### src/rtl/pipeline_hazard_ctrl_pkg.sv
// Shared types and constants for the pipeline hazard controller.
// Holds the halt FSM encoding and the fixed front-end stage indices.
package pipeline_hazard_ctrl_pkg;

    typedef enum logic [1:0] {
        ST_RUN    = 2'd0,
        ST_DRAIN  = 2'd1,
        ST_HALTED = 2'd2
    } hz_state_e;

    localparam int STAGE_F = 0;
    localparam int STAGE_D = 1;

endpackage

### src/rtl/hazard_scoreboard.sv
// Pending-writeback scoreboard for long-latency operations.
// One bit per register; register 0 never reports a match.
module hazard_scoreboard
    import pipeline_hazard_ctrl_pkg::*;
#(
    parameter int NUM_REGS = 32,
    parameter int REG_AW   = 5
) (
    input  logic              clk_i,
    input  logic              rst_n_i,
    input  logic              set_en,
    input  logic [REG_AW-1:0] set_idx,
    input  logic              clr_en,
    input  logic [REG_AW-1:0] clr_idx,
    input  logic [REG_AW-1:0] rs1_idx,
    input  logic [REG_AW-1:0] rs2_idx,
    input  logic [REG_AW-1:0] rd_idx,
    output logic              rs1_hit,
    output logic              rs2_hit,
    output logic              rd_hit,
    output logic              empty
);

    logic [NUM_REGS-1:0] pend;

    // Clear first, then set, so a same-register set overrides the clear.
    always_ff @(posedge clk_i or negedge rst_n_i) begin
        if (!rst_n_i) begin
            pend <= '0;
        end else begin
            if (clr_en) pend[clr_idx] <= 1'b0;
            if (set_en) pend[set_idx] <= 1'b1;
        end
    end

    assign rs1_hit = (rs1_idx != '0) && pend[rs1_idx];
    assign rs2_hit = (rs2_idx != '0) && pend[rs2_idx];
    assign rd_hit  = (rd_idx  != '0) && pend[rd_idx];
    assign empty   = ~|pend;

endmodule

### src/rtl/pipeline_hazard_ctrl.sv
// Stall/flush generator for an N-stage in-order pipeline with scoreboard,
// halt/drain/resume FSM and a sticky busy watchdog.
module pipeline_hazard_ctrl
    import pipeline_hazard_ctrl_pkg::*;
#(
    parameter int NUM_STAGES   = 5,
    parameter int EXEC_IDX     = 2,
    parameter int NUM_REGS     = 32,
    parameter int REG_AW       = 5,
    parameter int BUSY_TIMEOUT = 64
) (
    input  logic                  clk_i,
    input  logic                  rst_n_i,
    input  logic                  halt_req_i,
    input  logic                  resume_i,
    input  logic [REG_AW-1:0]     D_rs1_i,
    input  logic [REG_AW-1:0]     D_rs2_i,
    input  logic                  D_rs1Used_i,
    input  logic                  D_rs2Used_i,
    input  logic [REG_AW-1:0]     D_rd_i,
    input  logic                  D_rdUsed_i,
    input  logic [REG_AW-1:0]     E_rd_i,
    input  logic                  E_isLoad_i,
    input  logic                  E_longIssue_i,
    input  logic                  E_wen_i,
    input  logic                  W_longDone_i,
    input  logic [REG_AW-1:0]     W_longRd_i,
    input  logic                  aluBusy_i,
    input  logic                  E_correctPC_i,
    output logic [NUM_STAGES-1:0] stall_o,
    output logic [NUM_STAGES-1:0] flush_o,
    output logic                  dataHazard_o,
    output logic                  halted_o,
    output logic                  watchdog_o
);

    localparam int DCW = $clog2(NUM_STAGES + 1);
    localparam int BCW = $clog2(BUSY_TIMEOUT + 1);
    localparam logic [DCW-1:0] DRAIN_LOAD = DCW'(NUM_STAGES - EXEC_IDX);
    localparam logic [BCW-1:0] BUSY_MAX   = BCW'(BUSY_TIMEOUT);
    localparam logic [BCW-1:0] BUSY_LAST  = BCW'(BUSY_TIMEOUT - 1);

    hz_state_e      state;
    hz_state_e      state_nxt;
    logic [DCW-1:0] drain_cnt;
    logic [BCW-1:0] busy_cnt;
    logic           rs1_hit;
    logic           rs2_hit;
    logic           rd_hit;
    logic           sb_empty;
    logic           e_pending;
    logic           not_run;
    logic           sb_set;

    assign sb_set = E_longIssue_i & E_wen_i & (E_rd_i != '0)
                  & ~stall_o[EXEC_IDX];

    hazard_scoreboard #(
        .NUM_REGS (NUM_REGS),
        .REG_AW   (REG_AW)
    ) u_sb (
        .clk_i    (clk_i),
        .rst_n_i  (rst_n_i),
        .set_en   (sb_set),
        .set_idx  (E_rd_i),
        .clr_en   (W_longDone_i),
        .clr_idx  (W_longRd_i),
        .rs1_idx  (D_rs1_i),
        .rs2_idx  (D_rs2_i),
        .rd_idx   (D_rd_i),
        .rs1_hit  (rs1_hit),
        .rs2_hit  (rs2_hit),
        .rd_hit   (rd_hit),
        .empty    (sb_empty)
    );

    // Execute holds a load or long op whose result decode cannot see yet.
    assign e_pending = E_wen_i & (E_isLoad_i | E_longIssue_i)
                     & (E_rd_i != '0);

    // Decode hazard: pending scoreboard bit, in-flight E result, or WAW.
    always_comb begin
        dataHazard_o =
            (D_rs1Used_i & (rs1_hit | (e_pending & (D_rs1_i == E_rd_i))))
          | (D_rs2Used_i & (rs2_hit | (e_pending & (D_rs2_i == E_rd_i))))
          | (D_rdUsed_i  & (rd_hit  | (e_pending & (D_rd_i  == E_rd_i))));
    end

    assign not_run = (state != ST_RUN);

    // Per-stage stall/flush vectors; both forced low while in reset.
    always_comb begin
        stall_o = '0;
        flush_o = '0;
        if (rst_n_i) begin
            for (int k = 0; k <= EXEC_IDX; k++) begin
                stall_o[k] = aluBusy_i;
            end
            stall_o[STAGE_F] = stall_o[STAGE_F] | dataHazard_o | not_run;
            stall_o[STAGE_D] = stall_o[STAGE_D] | dataHazard_o | not_run;
            flush_o[STAGE_D]    = E_correctPC_i;
            flush_o[EXEC_IDX]   = E_correctPC_i | dataHazard_o | not_run;
            flush_o[EXEC_IDX+1] = aluBusy_i;
        end
    end

    // Halt FSM state register.
    always_ff @(posedge clk_i or negedge rst_n_i) begin
        if (!rst_n_i) state <= ST_RUN;
        else          state <= state_nxt;
    end

    // Halt FSM next-state: drain must finish and scoreboard empty out.
    always_comb begin
        state_nxt = state;
        unique case (state)
            ST_RUN:    if (halt_req_i) state_nxt = ST_DRAIN;
            ST_DRAIN:  if (drain_cnt == '0 && sb_empty) state_nxt = ST_HALTED;
            ST_HALTED: if (resume_i && !halt_req_i) state_nxt = ST_RUN;
            default:   state_nxt = ST_RUN;
        endcase
    end

    // Halt FSM outputs.
    always_comb begin
        halted_o = (state == ST_HALTED);
    end

    // Drain counter: loaded on halt entry, counts down on non-busy cycles.
    always_ff @(posedge clk_i or negedge rst_n_i) begin
        if (!rst_n_i) begin
            drain_cnt <= '0;
        end else if (state == ST_RUN && halt_req_i) begin
            drain_cnt <= DRAIN_LOAD;
        end else if (state == ST_DRAIN && !aluBusy_i && drain_cnt != '0) begin
            drain_cnt <= drain_cnt - DCW'(1);
        end
    end

    // Busy watchdog: saturating run-length counter with sticky error flag.
    always_ff @(posedge clk_i or negedge rst_n_i) begin
        if (!rst_n_i) begin
            busy_cnt   <= '0;
            watchdog_o <= 1'b0;
        end else if (aluBusy_i) begin
            if (busy_cnt != BUSY_MAX) busy_cnt <= busy_cnt + BCW'(1);
            if (busy_cnt >= BUSY_LAST) watchdog_o <= 1'b1;
        end else begin
            busy_cnt <= '0;
        end
    end

endmodule

### config.mk
export PLATFORM = sky130hd
export DESIGN_NAME = pipeline_hazard_ctrl
export DESIGN_NICKNAME = d
export VERILOG_FILES = /design/src/rtl/pipeline_hazard_ctrl_pkg.sv /design/src/rtl/hazard_scoreboard.sv /design/src/rtl/pipeline_hazard_ctrl.sv
export SDC_FILE = /design/constraint.sdc
export NUM_CORES = 1
export LEC_CHECK = 0
export BUFFER_PORTS_ARGS = -buffer_cell sky130_fd_sc_hd__buf_2
export CELL_PAD_IN_SITES_DETAIL_PLACEMENT = 0
export CELL_PAD_IN_SITES_GLOBAL_PLACEMENT = 1
export CORE_MARGIN = 2
export CORE_UTILIZATION = 45
export CTS_CLUSTER_SIZE = 28
export DETAILED_ROUTE_END_ITERATION = 8
export GPL_ROUTABILITY_DRIVEN = 1
export PLACE_DENSITY = 0.83
export SLEW_MARGIN = 20
export SYNTH_ARGS = -nofsm -noshare
export SYNTH_HDL_FRONTEND = slang
export SYNTH_SLANG_ARGS = --single-unit
### constraint.sdc
create_clock -name clk_i -period 5.7 [get_ports clk_i]
set_clock_uncertainty 0.2 [all_clocks]
set_input_delay 0.285 -clock clk_i [delete_from_list [all_inputs] [get_ports clk_i]]
set_output_delay 0.285 -clock clk_i [all_outputs]
set_load 0.03 [all_outputs]
## Yosys cells after proc, flatten, opt, wreduce, memory -nomap -nowiden

Index checks and enable logic that the tools add are counted.

| storage, ports and cells | value |
|---|---|
| register bits | 45 |
| input bits | 38 |
| output and inout port bits | 13 |
| logic and storage cells | 97 |

| cells by class | value |
|---|---|
| $add $sub $neg | 2 |
| $lt $le $gt $ge | 8 |
| eq/ne operators | 10 |
| multiplexer cells | 22 |
| bitwise logic cells | 25 |
| reductions and logical operators | 25 |

Operators by type and width:

| kind | number |
|---|---|
| two-way mux 32 bit | 2 |
| AND 32 bit | 1 |
| inverter 32 bit | 1 |
| bitwise OR 32 bit | 1 |
| OR reduction 32 bit | 1 |
| less-than comparator 5 x 6 -> 1 bit, second input constant | 5 |
| nonzero test 5 bit | 4 |
| binary-select mux 1 bit (select 5 bit) | 3 |
| equality test 5 bit | 3 |
| two-way mux 7 bit | 2 |
| two-way mux 3 bit | 4 |
| AND 1 bit | 11 |
| demux 1 bit (select 5 bit) | 2 |
| greater-or-equal comparator 5 x 1 -> 1 bit, second input constant | 2 |
| logical AND 1 bit | 10 |
| bitwise OR 1 bit | 10 |
| adder 7 x 1 -> 7 bit, second input constant | 1 |
| greater-or-equal comparator 7 x 6 -> 1 bit, second input constant | 1 |
| inequality test 7 bit, second input constant | 1 |
| two-way mux 2 bit | 3 |
| case mux 2 bit (3 select lines) | 1 |
| two-way mux 1 bit | 5 |
| inequality test 2 x 1 -> 1 bit, second input constant | 2 |
| inequality test 2 bit, second input constant | 2 |
| other kinds (11) | 14 |

## Longest topological paths before layout

Gate-level depths: netlist of the first run.

| logic depth | value |
|---|---|
| word-level depth | 14 |
| depth in mapped cells | 9 |
| gate-level depth less buffers | 8 |

## Hierarchy

From an unflattened synthesis of the first run, not the netlist that was laid out.

| unflattened totals | value |
|---|---|
| cell total of the unflattened synthesis | 364 |
| area, all modules | 3304.4 um^2 |

Modules (own cells, without submodules):

| module | instances | cells each | area an instance (um^2) | sequential area each (um^2) |
|---|---|---|---|---|
| hazard_scoreboard | 1 | 250 | 2313.5 | 800.8 |
| pipeline_hazard_ctrl | 1 | 114 | 991.0 | 325.3 |

## Worst setup path before layout of the first run

No wires, ideal clock.

| timing path | value |
|---|---|
| path kind | input to output |
| start | in E_rd_i[0] |
| end | out stall_o[1] |
| arrival | 2451 ps |
| path slack | 2764 ps |
| cell stages on the path | 7 |
| buffers on the path | 2 |
| cells stage by stage | clkbuf_1 > o31ai_1 > or4_2 > o2111ai_1 > a2bb2oi_2 > a31oi_1 > buf_4 |

| on the way | value |
|---|---|
| cells in the longest elaborated chain, start to end | 10 |
| elaborated cells between the ends (all ways) | 19 |
| those cells by class | eq/ne: 3; mux: 1; bitwise: 14; reduce/logical: 1 |

RTL lines:

| element | line | RTL |
|---|---|---|
| start: declaration | pipeline_hazard_ctrl.sv:22 | `input logic [REG_AW-1:0] E_rd_i,` |
| nonzero test 5 bit | pipeline_hazard_ctrl.sv:79 | `& (E_rd_i != '0);` |
| AND 1 bit | pipeline_hazard_ctrl.sv:79 |  |
| AND 1 bit, on equally long branches | pipeline_hazard_ctrl.sv:84, pipeline_hazard_ctrl.sv:85 |  |
| bitwise OR 1 bit, on equally long branches | pipeline_hazard_ctrl.sv:84, pipeline_hazard_ctrl.sv:85 |  |
| AND 1 bit, on equally long branches | pipeline_hazard_ctrl.sv:84, pipeline_hazard_ctrl.sv:85 |  |
| bitwise OR 1 bit | pipeline_hazard_ctrl.sv:85 | `\| (D_rs2Used_i & (rs2_hit \| (e_pending & (D_rs2_i == E_rd_i))))` |
| bitwise OR 1 bit * | pipeline_hazard_ctrl.sv:86 | `\| (D_rdUsed_i & (rd_hit \| (e_pending & (D_rd_i == E_rd_i))));` |
| bitwise OR 1 bit * (2 in series) | pipeline_hazard_ctrl.sv:100 | `stall_o[STAGE_D] = stall_o[STAGE_D] \| dataHazard_o \| not_run;` |
| two-way mux 3 bit * | pipeline_hazard_ctrl.sv:95 | `if (rst_n_i) begin` |
| end: declaration | pipeline_hazard_ctrl.sv:30 | `output logic [NUM_STAGES-1:0] stall_o,` |

Mark *: on every way between the ends. The rest lies on a longest branch, timed or not.

## Final worst setup path of the first run

| timing path | value |
|---|---|
| start | reg u_sb.pend[3] |
| end | out stall_o[1] |

| on the way | value |
|---|---|
| cells in the longest elaborated chain, start to end | 10 |
| elaborated cells between the ends (all ways) | 20 |
| those cells by class | mux: 7; bitwise: 10; reduce/logical: 3 |

RTL lines:

| element | line | RTL |
|---|---|---|
| start: declaration | hazard_scoreboard.sv:24 | `logic [NUM_REGS-1:0] pend;` |
| start signal: assignment | hazard_scoreboard.sv:29 | `pend <= '0;` |
| start signal: indexed assignment | hazard_scoreboard.sv:31 | `if (clr_en) pend[clr_idx] <= 1'b0;` |
| start signal: indexed assignment | hazard_scoreboard.sv:32 | `if (set_en) pend[set_idx] <= 1'b1;` |
| binary-select mux 1 bit (select 5 bit), on equally long branches | hazard_scoreboard.sv:36, hazard_scoreboard.sv:37 |  |
| two-way mux 1 bit, on equally long branches | hazard_scoreboard.sv:36, hazard_scoreboard.sv:37 |  |
| logical AND 1 bit, on equally long branches | hazard_scoreboard.sv:36, hazard_scoreboard.sv:37 |  |
| bitwise OR 1 bit, on equally long branches | pipeline_hazard_ctrl.sv:84, pipeline_hazard_ctrl.sv:85 |  |
| AND 1 bit, on equally long branches | pipeline_hazard_ctrl.sv:84, pipeline_hazard_ctrl.sv:85 |  |
| bitwise OR 1 bit | pipeline_hazard_ctrl.sv:85 |  |
| bitwise OR 1 bit * | pipeline_hazard_ctrl.sv:86 |  |
| bitwise OR 1 bit * (2 in series) | pipeline_hazard_ctrl.sv:100 |  |
| two-way mux 3 bit * | pipeline_hazard_ctrl.sv:95 |  |

Mark *: on every way between the ends. The rest lies on a longest branch, timed or not. The select of a mux whose other input is x is not followed.

==> out/qor.yml, run 1 <==
cts_max_level: 2
nFillCells: 693
drt_iter0_markers: 299
syn_area_per_cell_um2: 9.64
swShare: 0.356
place_area_um2: 3490
powerDensity_nw_per_um2: 251
die_area_um2: 7920
cts.sinks: 45
max-slew-margin-rel: 0.414
synth.distinct_cells: 48
async_flop_share: 1.00
seqPwrFrac: 0.477
areaGrowthSynthToFinish_pct: 10.4
tns_ns: 0
start_util: 0.470
synth-edff-count: 0
cp.arrival_ns: 2.60
p_comb_frac: 0.295
synth_common_cells: "o21ai_0 (66), dfrtp_1 (45), nand3_1 (17), mux2i_1 (16), nand2_1 (15)"
finalHoldViolCount: 0
cts_resized: 0
postRouteAntennaNets: 0
critPathTopFamily: "compound AO/OA/AOI/OAI gates"
grt.total_usage: 0.245
peakVddDrop_mv: 0.0990
min_period_ns: 3.08
internal-power_mw: 0.580
hold_ws_ns: 0.00476
gp_congestion: 0.915
slew_viol_final: 0
antenna_found_initial: 0
topRoutingLayerUsed: "met4"
synth_seq_cells: 45
vias: 2922
synth.area.top_cells: "dfrtp_1 (35%), o21ai_0 (10%), mux4_2 (6.2%), mux2i_1 (4.9%), mux4_1 (4.0%)"
critPathCaptureType: "output pin"
cts_root_buf: "clkbuf_8"
viasPerCell: 6.23
drc_errors: 0
clk_path_buf_depth: 2
synth_area_um2: 3250
finalWirelength_um: 9140
dr.pass1.iters: 4
worstSetupStartpointType: "flip-flop"
synth_top_area_share: 0.347
wl_met2_um: 3890
cp_data_required_time_ns: 5.22
power_frac_clock: 0.228
wl_met3_um: 904
outcome: "complete, no violations"
rows: 30
finalCritPeriodShare: 0.541
wirelength_met1_um: 4070
slowest_stage: "o41ai_1"
die-height_um: 89.0
crit_chain: "mux2_2 -> a221o_1 -> nand3_1 -> o21ai_0 -> o41ai_1 -> a31oi_1 -> buf_2"
cts_tree: "built"
globalRouteOverflowTotal: 0
grt_pass1_vias: 2617
die_w_um: 89.0
p_leak_nw: 1.52
path_max_fanout: 5
synthCells: 337
wire_per_inst_um: 19.5
setup_viol_count_final: 0
diodes: 0
final_area_um2: 3590
p_sw_mw: 0.320
hpwl_um: 6770
insertion_delay_ns: 0.31
seq_area_um2: 1130
rsz0062_at_grt: "false"
path_class: "reg2out"
io_buffers: 46
drive_above_1_share: 0.209
io_pins: 51
seq_area_frac_synth: 0.347
yosysMostFrequentCell: "o21ai_0"
max_cap_violations: 0
multi_input_area_um2: 1960
critPathMaxStageDelay_ns: 0.67
cp_num_buf_inv: 1
yosys.area.top_type: "dfrtp_1"
clk_pin_slew_ns: 0.09
worstMarginPinSlew_ns: 0.866
grt_pass1_wl_um: 14300
nets: 414
grt_start_max_net_pins: 49
ys.flop_type: "dfrtp_1"
cts_buffers: 5
max_freq_ghz: 0.324
holdCritPathClass: "in2reg"
ys_warn_count: 0
core_um2: 6910
[worst paths after layout]
check	start	end	slack, ns	depth (start not counted)
setup / recovery	u_sb.pend[3]	stall_o[1]	2.62	7
hold / removal	halt_req_i	drain_cnt[2]	0.005	2
setup reg to reg	drain_cnt[0]	drain_cnt[2]	3.60	6
hold reg to reg	watchdog_o	watchdog_o	0.26	1
max in group asynchronous	rst_n_i	u_sb.pend[28]	4.48	3
min in group asynchronous	rst_n_i	drain_cnt[0]	0.40	3
[flip-flops by register name, indices dropped and copies added, names as in the netlist]
name / cells
u_sb.pend: 32
watchdog_o: 1
busy_cnt: 7
state: 2
drain_cnt: 3
[metrics by stage]
stage,setup WS [ns],power [mW],util,cells
4_1_cts,2.60,0.896,0.520,469
5_1_grt,2.43,0.946,0.520,469
3_5_place_dp,2.70,0.696,0.505,460
3_3_place_gp,2.74,0.686,0.505,460
6_report,2.62,0.900,0.520,469
2_1_floorplan,2.76,0.609,-,340
[timing repair]
action / in CTS / in global routing
setup buffers: 0 / 0
hold buffers: 1 / 0
endpoints found under the hold margin: 45 / 0
[metal layers]
| layer | vias up | global-route usage |
|---|---|---|
| met2 | 169 | 0.349 |
| met3 | 18 | 0.0656 |
| met4 | 0 | 0.0909 |
| li1 | 1326 | - |
| met5 | - | 0 |
| met1 | 1409 | 0.360 |
[logic make-up after synthesis]
logic type                 after synthesis  synth area share
adders and majority gates                4            0.0154
buffers and inverters                   35            0.0531
other                                    1           0.00115
xor gates and xnor gates                21            0.0566
muxes                                   38             0.180
and+or+nand+nor                         99             0.173
AOI/OAI and AO/OA                       94             0.175
DFF                                     45             0.347
[cells in the final DEF (no fill, tap or decap), types with 8 or more instances in the layout]
cell type / n
o21ai_0: 66
buf_2: 46
dfrtp_1: 45
nand3_1: 17
mux2i_1: 16
nand2_1: 15
xnor2_1: 14
inv_1: 12
nand3b_1: 12
nor2_1: 11
nor4_1: 10
mux4_2: 9
mux2_2: 8
[final cells by class]
cell class              instances  area share
clock buffers                   6      0.0202
clock inverters                 2     0.00418
inverters                      12      0.0126
multi-input cells             260       0.547
flip-flops and latches         45       0.314
well taps                      96      0.0335
repair buffers                 48      0.0690
[power by group through the flow]
stage,Combinational [mW],Clock [mW],Sequential (mW)
floorplan,0.199,0,0.410
global placement,0.256,0,0.430
detailed placement,0.264,0,0.432
CTS,0.266,0.205,0.425
global route,0.297,0.215,0.434
finish,0.266,0.205,0.429
Note: power is estimated with default switching activity, not from simulation.
==> run 2, diff against run 1 <==
Settings changed: CORE_UTILIZATION 45 to 44, PLACE_DENSITY 0.83 to 0.81.
Clock period 5.7 ns to 3 ns, I/O delays scaled along.
==> run 2 against run 1 <==
- count of clock-buffer cells in the layout rose by 1
- worst hold slack improved by 0.058 ns
- sequential share of layout area fell by 0.24 points
- wire length rose by 1.4%
- non-clock buffer count rose by 3
- combinational power rose by 92%
- largest cell class unchanged
- die area rose by 2.2%
- critical endpoint is now stall_o[0]
==> out/qor.yml, run 2 (same netlist as run 1, synthesis figures left out) <==
outcome: "complete, no violations"  # unchanged
wire_per_inst_um: 19.5  # about the same
reg_top3: "u_sb.pend x32, busy_cnt x7, drain_cnt x3"  # unchanged
max_freq_ghz: 0.345
rsz0062_at_grt: "false"  # unchanged
clk_path_buf_depth: 2  # unchanged
max_cap_violations: 0  # unchanged
drt_iter0_markers: 245  # was 299
max-slew-margin-rel: 0.461  # was 0.414
nFillCells: 707  # was 693
insertion_delay_ns: 0.30  # was 0.31 ns
min_period_ns: 2.90
final_core_util: 0.501  # was 0.520
reg2reg_from: "drain_cnt[0]"  # unchanged
worstSetupStartpointType: "flip-flop"  # unchanged
finalWirelength_um: 9270  # was 9140 um
vias: 2923  # was 2922
final_area_um2: 3620  # was 3590 um^2
hpwl_um: 6610  # was 6770 um
globalRouteOverflowTotal: 0  # unchanged
regMostFlops: "u_sb.pend"  # unchanged
finalCritPeriodShare: 0.966
setup_viol_count_final: 0  # unchanged
die_w_um: 89.9  # was 89.0 um
holdCritPathClass: "in2reg"  # unchanged
dr.pass1.iters: 6  # was 4
hold_end: "state[1]"  # was drain_cnt[2]
clk_pin_slew_ns: 0.08  # was 0.09 ns
worst_r2r_path_depth: 6  # unchanged
grt_start_max_net_pins: 32  # was 49
die_area_um2: 8090  # was 7920 um^2
gp_congestion: 0.911  # was 0.915
nets: 417  # was 414
core_um2: 7210  # was 6910 um^2
p_leak_nw: 1.54  # was 1.52 nW
hold_ws_ns: 0.0629  # was 0.00476 ns
cts_tree: "built"  # unchanged
io_pins: 51  # unchanged
place_area_um2: 3500  # was 3490 um^2
grt_pass1_vias: 2740  # was 2617
io_buffers: 46  # unchanged
peakVddDrop_mv: 0.176  # was 0.0990 mV
tns_ns: 0  # unchanged
cts_buffers: 5  # unchanged
cp.arrival_ns: 2.55  # was 2.60 ns
slew_viol_final: 0  # unchanged
grt_pass1_wl_um: 14600  # was 14300 um
drive_above_1_share: 0.207  # was 0.209
final_common_cell: "o21ai_0"  # unchanged
cts.sinks: 45  # unchanged
cts_root_buf: "clkbuf_8"  # unchanged
r2r_end: "drain_cnt[2]"  # unchanged
layout_common_cells: "o21ai_0 (66), buf_2 (46), dfrtp_1 (45)"  # unchanged
start_util: 0.450  # was 0.470
critPathCaptureType: "output pin"  # unchanged
holdCritStartpoint: "resume_i"  # was halt_req_i
antenna_found_initial: 0  # unchanged
areaGrowthSynthToFinish_pct: 11.3  # was 10.4%
postRouteAntennaNets: 0  # unchanged
powerDensity_nw_per_um2: 470  # was 251 nW/um^2
grt.total_usage: 0.229  # was 0.245
drc_errors: 0  # unchanged
finalHoldViolCount: 0  # unchanged
path_max_fanout: 5  # unchanged
path_class: "reg2out"  # unchanged
rows: 31  # was 30
hold_depth: 3  # was 2
die-height_um: 89.9  # was 89.0 um
viasPerCell: 6.15  # was 6.23
reg2reg_slack_ns: 0.93  # was 3.60 ns
worstMarginPinSlew_ns: 0.797  # was 0.866 ns
cts_max_level: 2  # unchanged
largest_reg_flops: 32  # unchanged
diodes: 0  # unchanged
cp_data_required_time_ns: 2.65  # was 5.22 ns
run 2: critical path: stages, from the launching register on:
cell and delay, ns:
dfrtp_1 0.47, mux4_1 0.56, o221a_2 0.31, a2111oi_4 0.33, a2bb2oi_2 0.27, a31oi_1 0.12
buf_2 0.19
run 2: power breakdown:
part           internal [mW]  leakage [nW]  switching (mW)
logic                  0.240         0.912           0.270
clock network          0.165        0.0385           0.212
registers              0.699         0.587           0.113
total                   1.10          1.54           0.596
run 2: area by class of cell:
cell class,count,area (um^2),share of cell area
timing repair buffer,51,275,0.0761
clock buffer,7,76.3,0.0211
multi-input combinational,260,1960,0.543
sequential,45,1130,0.311
clock inverter,1,7.51,0.00208
inverter,12,45.0,0.0125
tap,99,124,0.0343
run 2: how the worst max path moves through the flow:
stage                   from  cells past startpoint  slack, ns    endpoint
3_5_place_dp      D_rs2_i[0]                      8       0.37  stall_o[0]
5_1_grt        u_sb.pend[17]                      7       0.02  stall_o[0]
4_1_cts        u_sb.pend[17]                      7       0.11  stall_o[0]
6_report        u_sb.pend[1]                      6       0.10  stall_o[0]
3_3_place_gp      D_rs1_i[0]                      8       0.44  stall_o[1]
2_1_floorplan      E_rd_i[0]                      7       0.33  stall_o[1]
run 2: timing repair:
action                     4_1_cts  5_1_grt
hold buffers                     3        0
setup endpoints to repair        0        3
buffers inserted                 0        0
gates resized for setup          0        0
hold endpoints to repair        25        0
run 2: metal layers:
layer / global-route usage / vias to the layer above / routed length [um]
met2: 0.343 / 157 / 4150
met5: 0 / - / 0
met4: 0.0897 / 0 / 248
li1: - / 1331 / -
met3: 0.0319 / 21 / 696
met1: 0.339 / 1414 / 4180
run 2: metrics by stage:
step	instances	setup slack (ns)	power, mW
after floorplan	340	0.334	1.16
after global placement	464	0.437	1.31
after detailed placement	464	0.375	1.32
after CTS	475	0.108	1.70
after global routing	475	0.0207	1.79
final	475	0.102	1.70
